### src/rtl/detect_pkg.sv
// Shared types and constants for the BMP pixel unpacker.
package detect_pkg;

    localparam int unsigned DIM_W     = 12;
    localparam int unsigned BUF_BYTES = 7;

    typedef logic [23:0] pixel_t;

    typedef enum logic [1:0] {IDLE, RUN, FIN} state_t;

    // Words per BMP row: ceil(3*W/4), evaluated at 14 bits so 3*4095+3 cannot wrap.
    function automatic logic [DIM_W-1:0] row_words(input logic [DIM_W-1:0] w);
        logic [13:0] bytes3;
        bytes3 = 14'(w) * 14'd3 + 14'd3;
        return bytes3[13:2];
    endfunction

endpackage

### src/rtl/bmp_byte_fifo.sv
// Seven-byte buffer: appends a 32-bit word (4 bytes), pops 3 bytes, or drops everything.
module bmp_byte_fifo
    import detect_pkg::*;
(
    input  logic        CLK,
    input  logic        RESET,
    input  logic        push,
    input  logic [31:0] push_word,
    input  logic        pop,
    input  logic        flush,
    output logic [2:0]  count,
    output pixel_t      head
);

    logic [7:0] bytes_q [BUF_BYTES];
    logic [7:0] bytes_d [BUF_BYTES];
    logic [2:0] count_q, count_d;
    int         base;

    always_comb begin
        base = int'(count_q);
        for (int i = 0; i < BUF_BYTES; i++) bytes_d[i] = bytes_q[i];
        if (flush) begin
            base = 0;
        end else if (pop) begin
            for (int i = 0; i < BUF_BYTES - 3; i++) bytes_d[i] = bytes_q[i + 3];
            for (int i = BUF_BYTES - 3; i < BUF_BYTES; i++) bytes_d[i] = 8'h00;
            base = base - 3;
        end
        // A pushed word lands right after whatever survives the pop/flush.
        if (push) begin
            for (int i = 0; i < BUF_BYTES; i++) begin
                if (i >= base && i < base + 4) bytes_d[i] = push_word[8*(i-base) +: 8];
            end
            base = base + 4;
        end
        count_d = 3'(base);
    end

    always_ff @(posedge CLK or posedge RESET) begin
        if (RESET) begin
            count_q <= 3'd0;
            for (int i = 0; i < BUF_BYTES; i++) bytes_q[i] <= 8'h00;
        end else begin
            count_q <= count_d;
            for (int i = 0; i < BUF_BYTES; i++) bytes_q[i] <= bytes_d[i];
        end
    end

    assign count = count_q;
    assign head  = {bytes_q[2], bytes_q[1], bytes_q[0]};

endmodule

### src/rtl/bmp_pixel_unpack.sv
// Unpacks BGR bytes from little-endian BMP pixel-array words into {R,G,B} pixels
// with frame/row sideband, discarding per-row padding.
module bmp_pixel_unpack
    import detect_pkg::*;
(
    input  logic             CLK,
    input  logic             RESET,
    input  logic             START,
    input  logic [DIM_W-1:0] IMG_WIDTH,
    input  logic [DIM_W-1:0] IMG_HEIGHT,
    input  logic [31:0]      DATA,
    input  logic             DATA_VALID,
    output logic             DATA_READY,
    output pixel_t           PIX,
    output logic             PIX_VALID,
    input  logic             PIX_READY,
    output logic             SOF,
    output logic             EOL,
    output logic             EOF,
    output logic [DIM_W-1:0] X,
    output logic [DIM_W-1:0] Y,
    output logic             DONE
);

    state_t           state_q, state_d;
    logic [DIM_W-1:0] width_q, width_d, height_q, height_d;
    logic [DIM_W-1:0] x_q, x_d, y_q, y_d, words_q, words_d;
    logic [2:0]       count;
    pixel_t           head;
    logic             word_xfer, pix_xfer, at_eol, at_eof;

    bmp_byte_fifo u_fifo (
        .CLK       (CLK),
        .RESET     (RESET),
        .push      (word_xfer),
        .push_word (DATA),
        .pop       (pix_xfer),
        .flush     (pix_xfer && at_eol),
        .count     (count),
        .head      (head)
    );

    always_comb begin
        at_eol     = (x_q == width_q - 12'd1);
        at_eof     = at_eol && (y_q == height_q - 12'd1);
        // Ready depends only on registered state, never on PIX_READY.
        DATA_READY = (state_q == RUN) && (count <= 3'd3) && (words_q != '0);
        PIX_VALID  = (state_q == RUN) && (count >= 3'd3);
        word_xfer  = DATA_VALID && DATA_READY;
        pix_xfer   = PIX_VALID && PIX_READY;
        PIX        = PIX_VALID ? head : '0;
        SOF        = PIX_VALID && (x_q == '0) && (y_q == '0);
        EOL        = PIX_VALID && at_eol;
        EOF        = PIX_VALID && at_eof;
        X          = x_q;
        Y          = y_q;
        DONE       = (state_q == FIN);
    end

    always_comb begin
        state_d  = state_q;
        width_d  = width_q;
        height_d = height_q;
        x_d      = x_q;
        y_d      = y_q;
        words_d  = words_q;
        unique case (state_q)
            IDLE: begin
                if (START) begin
                    width_d  = IMG_WIDTH;
                    height_d = IMG_HEIGHT;
                    x_d      = '0;
                    y_d      = '0;
                    words_d  = row_words(IMG_WIDTH);
                    state_d  = (IMG_WIDTH != '0 && IMG_HEIGHT != '0) ? RUN : FIN;
                end
            end
            RUN: begin
                if (word_xfer) words_d = words_q - 12'd1;
                if (pix_xfer) begin
                    if (at_eol) begin
                        x_d     = '0;
                        y_d     = at_eof ? '0 : y_q + 12'd1;
                        words_d = row_words(width_q);
                        if (at_eof) state_d = FIN;
                    end else begin
                        x_d = x_q + 12'd1;
                    end
                end
            end
            FIN: begin
                x_d     = '0;
                y_d     = '0;
                words_d = '0;
                state_d = IDLE;
            end
            default: state_d = IDLE;
        endcase
    end

    always_ff @(posedge CLK or posedge RESET) begin
        if (RESET) begin
            state_q  <= IDLE;
            width_q  <= '0;
            height_q <= '0;
            x_q      <= '0;
            y_q      <= '0;
            words_q  <= '0;
        end else begin
            state_q  <= state_d;
            width_q  <= width_d;
            height_q <= height_d;
            x_q      <= x_d;
            y_q      <= y_d;
            words_q  <= words_d;
        end
    end

endmodule

### config.mk
export PLATFORM = sky130hd
export DESIGN_NAME = bmp_pixel_unpack
export DESIGN_NICKNAME = d
export VERILOG_FILES = /design/src/rtl/detect_pkg.sv /design/src/rtl/bmp_byte_fifo.sv /design/src/rtl/bmp_pixel_unpack.sv
export SDC_FILE = /design/constraint.sdc
export NUM_CORES = 1
export LEC_CHECK = 0
export ABC_AREA = 1
export CELL_PAD_IN_SITES_DETAIL_PLACEMENT = 1
export CELL_PAD_IN_SITES_GLOBAL_PLACEMENT = 1
export CORE_MARGIN = 2
export CORE_UTILIZATION = 40
export CTS_BUF_LIST = sky130_fd_sc_hd__clkbuf_8
export CTS_CLUSTER_DIAMETER = 40
export CTS_CLUSTER_SIZE = 28
export DETAILED_ROUTE_END_ITERATION = 7
export PLACE_DENSITY_LB_ADDON = 0.1
export SLEW_MARGIN = 10
export SYNTH_ARGS = -nofsm -noshare
export SYNTH_HDL_FRONTEND = slang
export SYNTH_HIERARCHICAL = 1
export SYNTH_SLANG_ARGS = --single-unit
### constraint.sdc
create_clock -name CLK -period 8.45 [get_ports CLK]
set_input_delay 2.1125 -clock CLK [delete_from_list [all_inputs] [get_ports CLK]]
set_output_delay 2.1125 -clock CLK [all_outputs]
set_load 0.03 [all_outputs]
[Word-level counts from Yosys, hierarchy flattened]
Cells that the tools add are included.
Word-level totals
  memory bits (writable): 0
  latch bits: 0
  output and inout port bits: 54
  ROM bits: 0
  bits of input ports: 61
  bits in registers: 121
  memories: 0
Cells by class
  multipliers: 2
  shift operators: 7
  muxes and demuxes: 33
  bitwise gates (word level): 0
  div/mod/pow operators: 0
  order comparisons: 16
  $add $sub $neg: 16
  eq/ne operators: 8
  reductions and logical operators: 31
Operator list (number)
  $shiftx A32 B32 Y8: 7
  $mux W56: 3
  $mux W12: 10
  $pmux W12 S3: 3
  $ge A4 B32 Y1 const A: 3
  $lt A4 B32 Y1 const A: 3
  $sub A4 B29 Y29 const A: 3
  $ge A3 B32 Y1 const A: 2
  $lt A3 B32 Y1 const A: 2
  $mux W32: 2
  $sub A3 B29 Y29 const A: 2
  $mux W8: 7
  $reduce_bool A12 Y1: 3
  $sub A12 B1 Y12 const B: 3
  $add A32 B4 Y32 const B: 1
  $ge A1 B32 Y1 const A: 1
  $ge A2 B32 Y1 const A: 1
  $lt A1 B32 Y1 const A: 1
  $lt A2 B32 Y1 const A: 1
  $sub A1 B29 Y29 const A: 1
  $sub A2 B29 Y29 const A: 1
  $add A14 B2 Y14 const B: 2
  $mul A12 B2 Y14 const B: 2
  $add A12 B1 Y12 const B: 2
  18 further kinds: 47

[Depth between registers and ports, before layout]
  depth in word-level cells: 10
  mapped depth: 27
  mapped depth without buffers: 26

[Cells and area by module]
Netlist, hierarchy kept.
By module, submodules not included
  bmp_pixel_unpack: cells an instance 980, instances 1, area an instance 6452.4 sq um, seq. area each 1551.5 sq um
  bmp_byte_fifo: cells an instance 682, instances 1, area an instance 4463.0 sq um, seq. area each 1476.4 sq um

[Least setup slack after synthesis]
No wires, ideal clock.
  path type: register to output
  start: register state_q[1]
  end: output SOF
  cell stages (with the launch flop): 7
  data required time: 6338 ps
  setup slack: 3965 ps
  path buffers: 0
  data arrival time: 2372 ps
  path through: dfrtp_1 -> inv_1 -> ha_1 -> inv_2 -> a21oi_4 -> clkinv_1 -> nor4_1
On the way
  word-level cells in the longest chain between the ends: 4
Ends and longest elaborated chain
  start, declared: RTL line bmp_pixel_unpack.sv:25  | state_t state_q, state_d;
  start signal, assigned: RTL line bmp_pixel_unpack.sv:110  | state_q <= state_d;
  $eq A2 B1 Y1: RTL line bmp_pixel_unpack.sv:48  | PIX_VALID = (state_q == RUN) && (count >= 3'd3);
  $logic_and A1 B1 Y1: RTL line bmp_pixel_unpack.sv:48
  via PIX_VALID: RTL line bmp_pixel_unpack.sv:15  | output logic PIX_VALID,
  $logic_and A1 B1 Y1 (2 in a row): RTL line bmp_pixel_unpack.sv:52  | SOF = PIX_VALID && (x_q == '0) && (y_q == '0);
  end, declared: RTL line bmp_pixel_unpack.sv:17  | output logic SOF,
The timed path passes the listed nets, and every way through them passes these cells.

[Final worst setup path]
  start: register state_q[1]
  end: output SOF
On the way
  word-level cells in the longest chain between the ends: 4
Ends and longest elaborated chain (RTL line)
  $eq A2 B1 Y1: bmp_pixel_unpack.sv:48
  $logic_and A1 B1 Y1: bmp_pixel_unpack.sv:48
  $logic_and A1 B1 Y1 (2 in a row): bmp_pixel_unpack.sv:52
No other way between the ends.

==> results_dict.tcl <==
set metrics [dict create \
    run_status "complete, no violations" \
    yosys.area_share.xor_xnor_pct 4.89 \
    internal_power_mw 2.11 \
    diodes 0 \
    yosysSeqAreaShare_pct 27.7 \
    syn_to_final_growth_pct 15.4 \
    grt_pass1_wl_um 60800 \
    syn_nets 1810 \
    cts.sinks 121 \
    drtIter0Drc 673 \
    hpwlAfterDp_um 30400 \
    fillCellCount 3518 \
    netlist_area_mm2 0.0109 \
    grt_pass1_vias 11100 \
    seq_area_mm2 0.00303 \
    setup_viol 0 \
    cpPeakStageDelay_ns 0.74 \
    rsz0062_at_grt "no" \
    synth.distinct_cells 47 \
    criticalPathCategory "register to primary output" \
    wl_met2_um 16800 \
    hp-start "height_q[4]" \
    post-cts-setup-buffer-count 0 \
    multi_input_area_mm2 0.00675 \
    ant_nets 0 \
    routed.top_layer "met4" \
    power_frac_seq_pct 21.7 \
    synth_top_area_cell "dfrtp_1" \
    cts_tree "done" \
    wirelength_um 38000 \
    p_leak_nw 6.38 \
    cp_slowest_cell "clkinv_1" \
    whs_endpoint "height_q[4]" \
    grt-ovfl-total 0 \
    pwr-share-clk_pct 11.7 \
    drt_first_pass_iters 5 \
    fin_area_mm2 0.0126 \
    synthAdderAreaFrac_pct 9.97 \
    synth_seq_cells 121 \
    crit_arrival_ns 3.95 \
    regToRegStartpoint "width_q[0]" \
    endpoint_kind "primary output" \
    grt_max_degree 63 \
    post_cts_resize_count 0 \
    switching_power_mw 2.78 \
    slew_violations 0 \
    dp_cells 2061 \
    nNetsFinal 1887 \
    hold_viol_final 0 \
    die-area_mm2 0.0286 \
    finClkSkew_ns 0.0151 \
    utilization_pct 46.9 \
    reg2reg_slack_ns 3.19 \
    crit_fanout 27 \
    wl_per_cell_um 18.2 \
    crit_chain "inv_1, ha_1, inv_2, a21oi_4, clkinv_1, nor4_1, clkdlybuf4s50_1" \
    reg2reg_depth 19 \
    avgViaCountPerCell 5.25 \
    synth_top_family_by_area "simple AND/OR/NAND/NOR gates" \
    worstMarginPinSlew_ns 0.868 \
    reg2reg_to "u_fifo/bytes_q[1]" \
    row_count 60 \
    pwr_density_cell_mw_per_mm2 388 \
    power_mw 4.89 \
    hold_slack_ns 0.497 \
    cts_htree_levels 4 \
    drcViolationCount 0 \
    muxShareOfSynthArea_pct 0 \
    finalSetupTns_ns 0 \
    p_comb_share_pct 66.6 \
    die_width_um 169 \
    start_util_pct 40.6 \
    portBuffers 114 \
    gp_congestion 0.970 \
    swShare_pct 56.8 \
    stdcell_count 2093 \
    clock-root-buffer "clkbuf_8" \
    synth_area_leaders "dfrtp_1, nand2_1, ha_1" \
    die_h_um 169 \
    syn_avg_cell_area_um2 6.57 \
    wl_met3_um 1650 \
    clkLatencyLatePin_ns 0.47 \
    layout_commonest_cell "nand2_1" \
    drive_above_1_share_pct 5.99 \
    max_slew_margin_pct 41.8 \
    hp-class "register to register" \
    cts_buffers 17 \
    clk_pin_slew_ns 0.08 \
    wl_met1_um 19000 \
    startpoint_type "register" \
    synthSimpleGateAreaFrac_pct 37.5 \
    mostFrequentLayoutCells "nand2_1, inv_1, nor2_1" \
    worst_slack_ns 2.39 \
    post-route-min-period_ns 6.06 \
    synthCells 1662 \
    clockBufferDepth 2 \
    fmax_mhz 165 \
    pin_count 115 \
    period_share_pct 71.7 \
    core_area_mm2 0.0269 \
    timing.max_cap.violations 0 \
    yosysWarnings 6 \
    cts-hold-fix-buffers 0 \
    ir_drop_v 0.000260 \
    yosysTopAreaCellShare_pct 27.7 \
    antenna_found_initial 0 \
    place_ws_ns 2.47 \
    vias 11000 \
    dpl_cell_area_mm2 0.0122 \
    synth_compound_area_share_pct 9.51 \
    startpoint "state_q[1]" \
    grt_usage_pct 27.1 \
    cp.required_ns 6.34 \
    worstHoldPathCells 2 \
]
## flip-flops by register name (all words and copies together), names as in the netlist
| signal | flops |
|---|---|
| X | 12 |
| Y | 12 |
| height_q | 12 |
| state_q | 2 |
| u_fifo/bytes_q | 32 |
| u_fifo/count | 3 |
| u_fifo/head | 24 |
| width_q | 12 |
| words_q | 12 |
## area by class of cell
type,count,area share (%)
clock buffer,17,1.86
clock inverter,15,1.42
inverter,206,6.17
multi-input combinational,1272,53.6
sequential,121,24.0
tap,341,3.39
timing repair buffer,121,9.48
## layer usage
metal / vias to the layer above / track usage [%]
met1: 5288 / 39.3
met3: 31 / 3.87
met2: 208 / 42.8
met5: - / 0
met4: 0 / 6.28
li1: 5452 / -
## Yosys cell counts (all sizes together)
library cell	number
nor3	15
a21o	5
o21bai	2
o21ai	106
o2111ai	1
and2	1
nor4	9
xnor2	17
nand3	162
o211ai	17
a21oi	47
or2	12
clkbuf	23
nand3b	4
nand2	508
o32ai	1
a21boi	2
dfrtp	121
buf	40
nor2	193
a31oi	1
ha	87
o31ai	2
inv	202
clkinv	4
nand4	31
nor3b	3
and3	1
xor2	44
o22ai	1
## critical path: cells and delay by family (launching register included)
family	cells	cell delay [ns]
DFF	1	0.42
AOI/OAI and AO/OA	1	0.28
adders and majority gates	1	0.54
buffers and inverters	4	1.73
and+or+nand+nor	1	0.50
## logic make-up after synthesis
family | Yosys count
AOI/OAI and AO/OA | 185
xor gates and xnor gates | 61
adders and majority gates | 87
buffers and inverters | 269
DFF | 121
and+or+nand+nor | 939
## worst max-delay path by stage
stage,endpoint,slack (ns),cells past startpoint
3_5_place_dp,u_fifo/bytes_q[1],2.47,13
5_1_grt,SOF,2.12,7
4_1_cts,SOF,2.36,7
2_1_floorplan,SOF,3.97,6
3_3_place_gp,u_fifo/bytes_q[1],2.51,13
6_report,SOF,2.39,7
## power groups by stage
| stage | registers [mW] | clock network (mW) | logic (mW) |
|---|---|---|---|
| 6_report | 1.06 | 0.572 | 3.26 |
| 2_1_floorplan | 0.983 | 0 | 2.35 |
| 5_1_grt | 1.09 | 0.607 | 3.66 |
| 4_1_cts | 1.06 | 0.583 | 3.26 |
| 3_3_place_gp | 1.06 | 0 | 3.17 |
| 3_5_place_dp | 1.06 | 0 | 3.23 |
(Power assumes the default switching activity.)
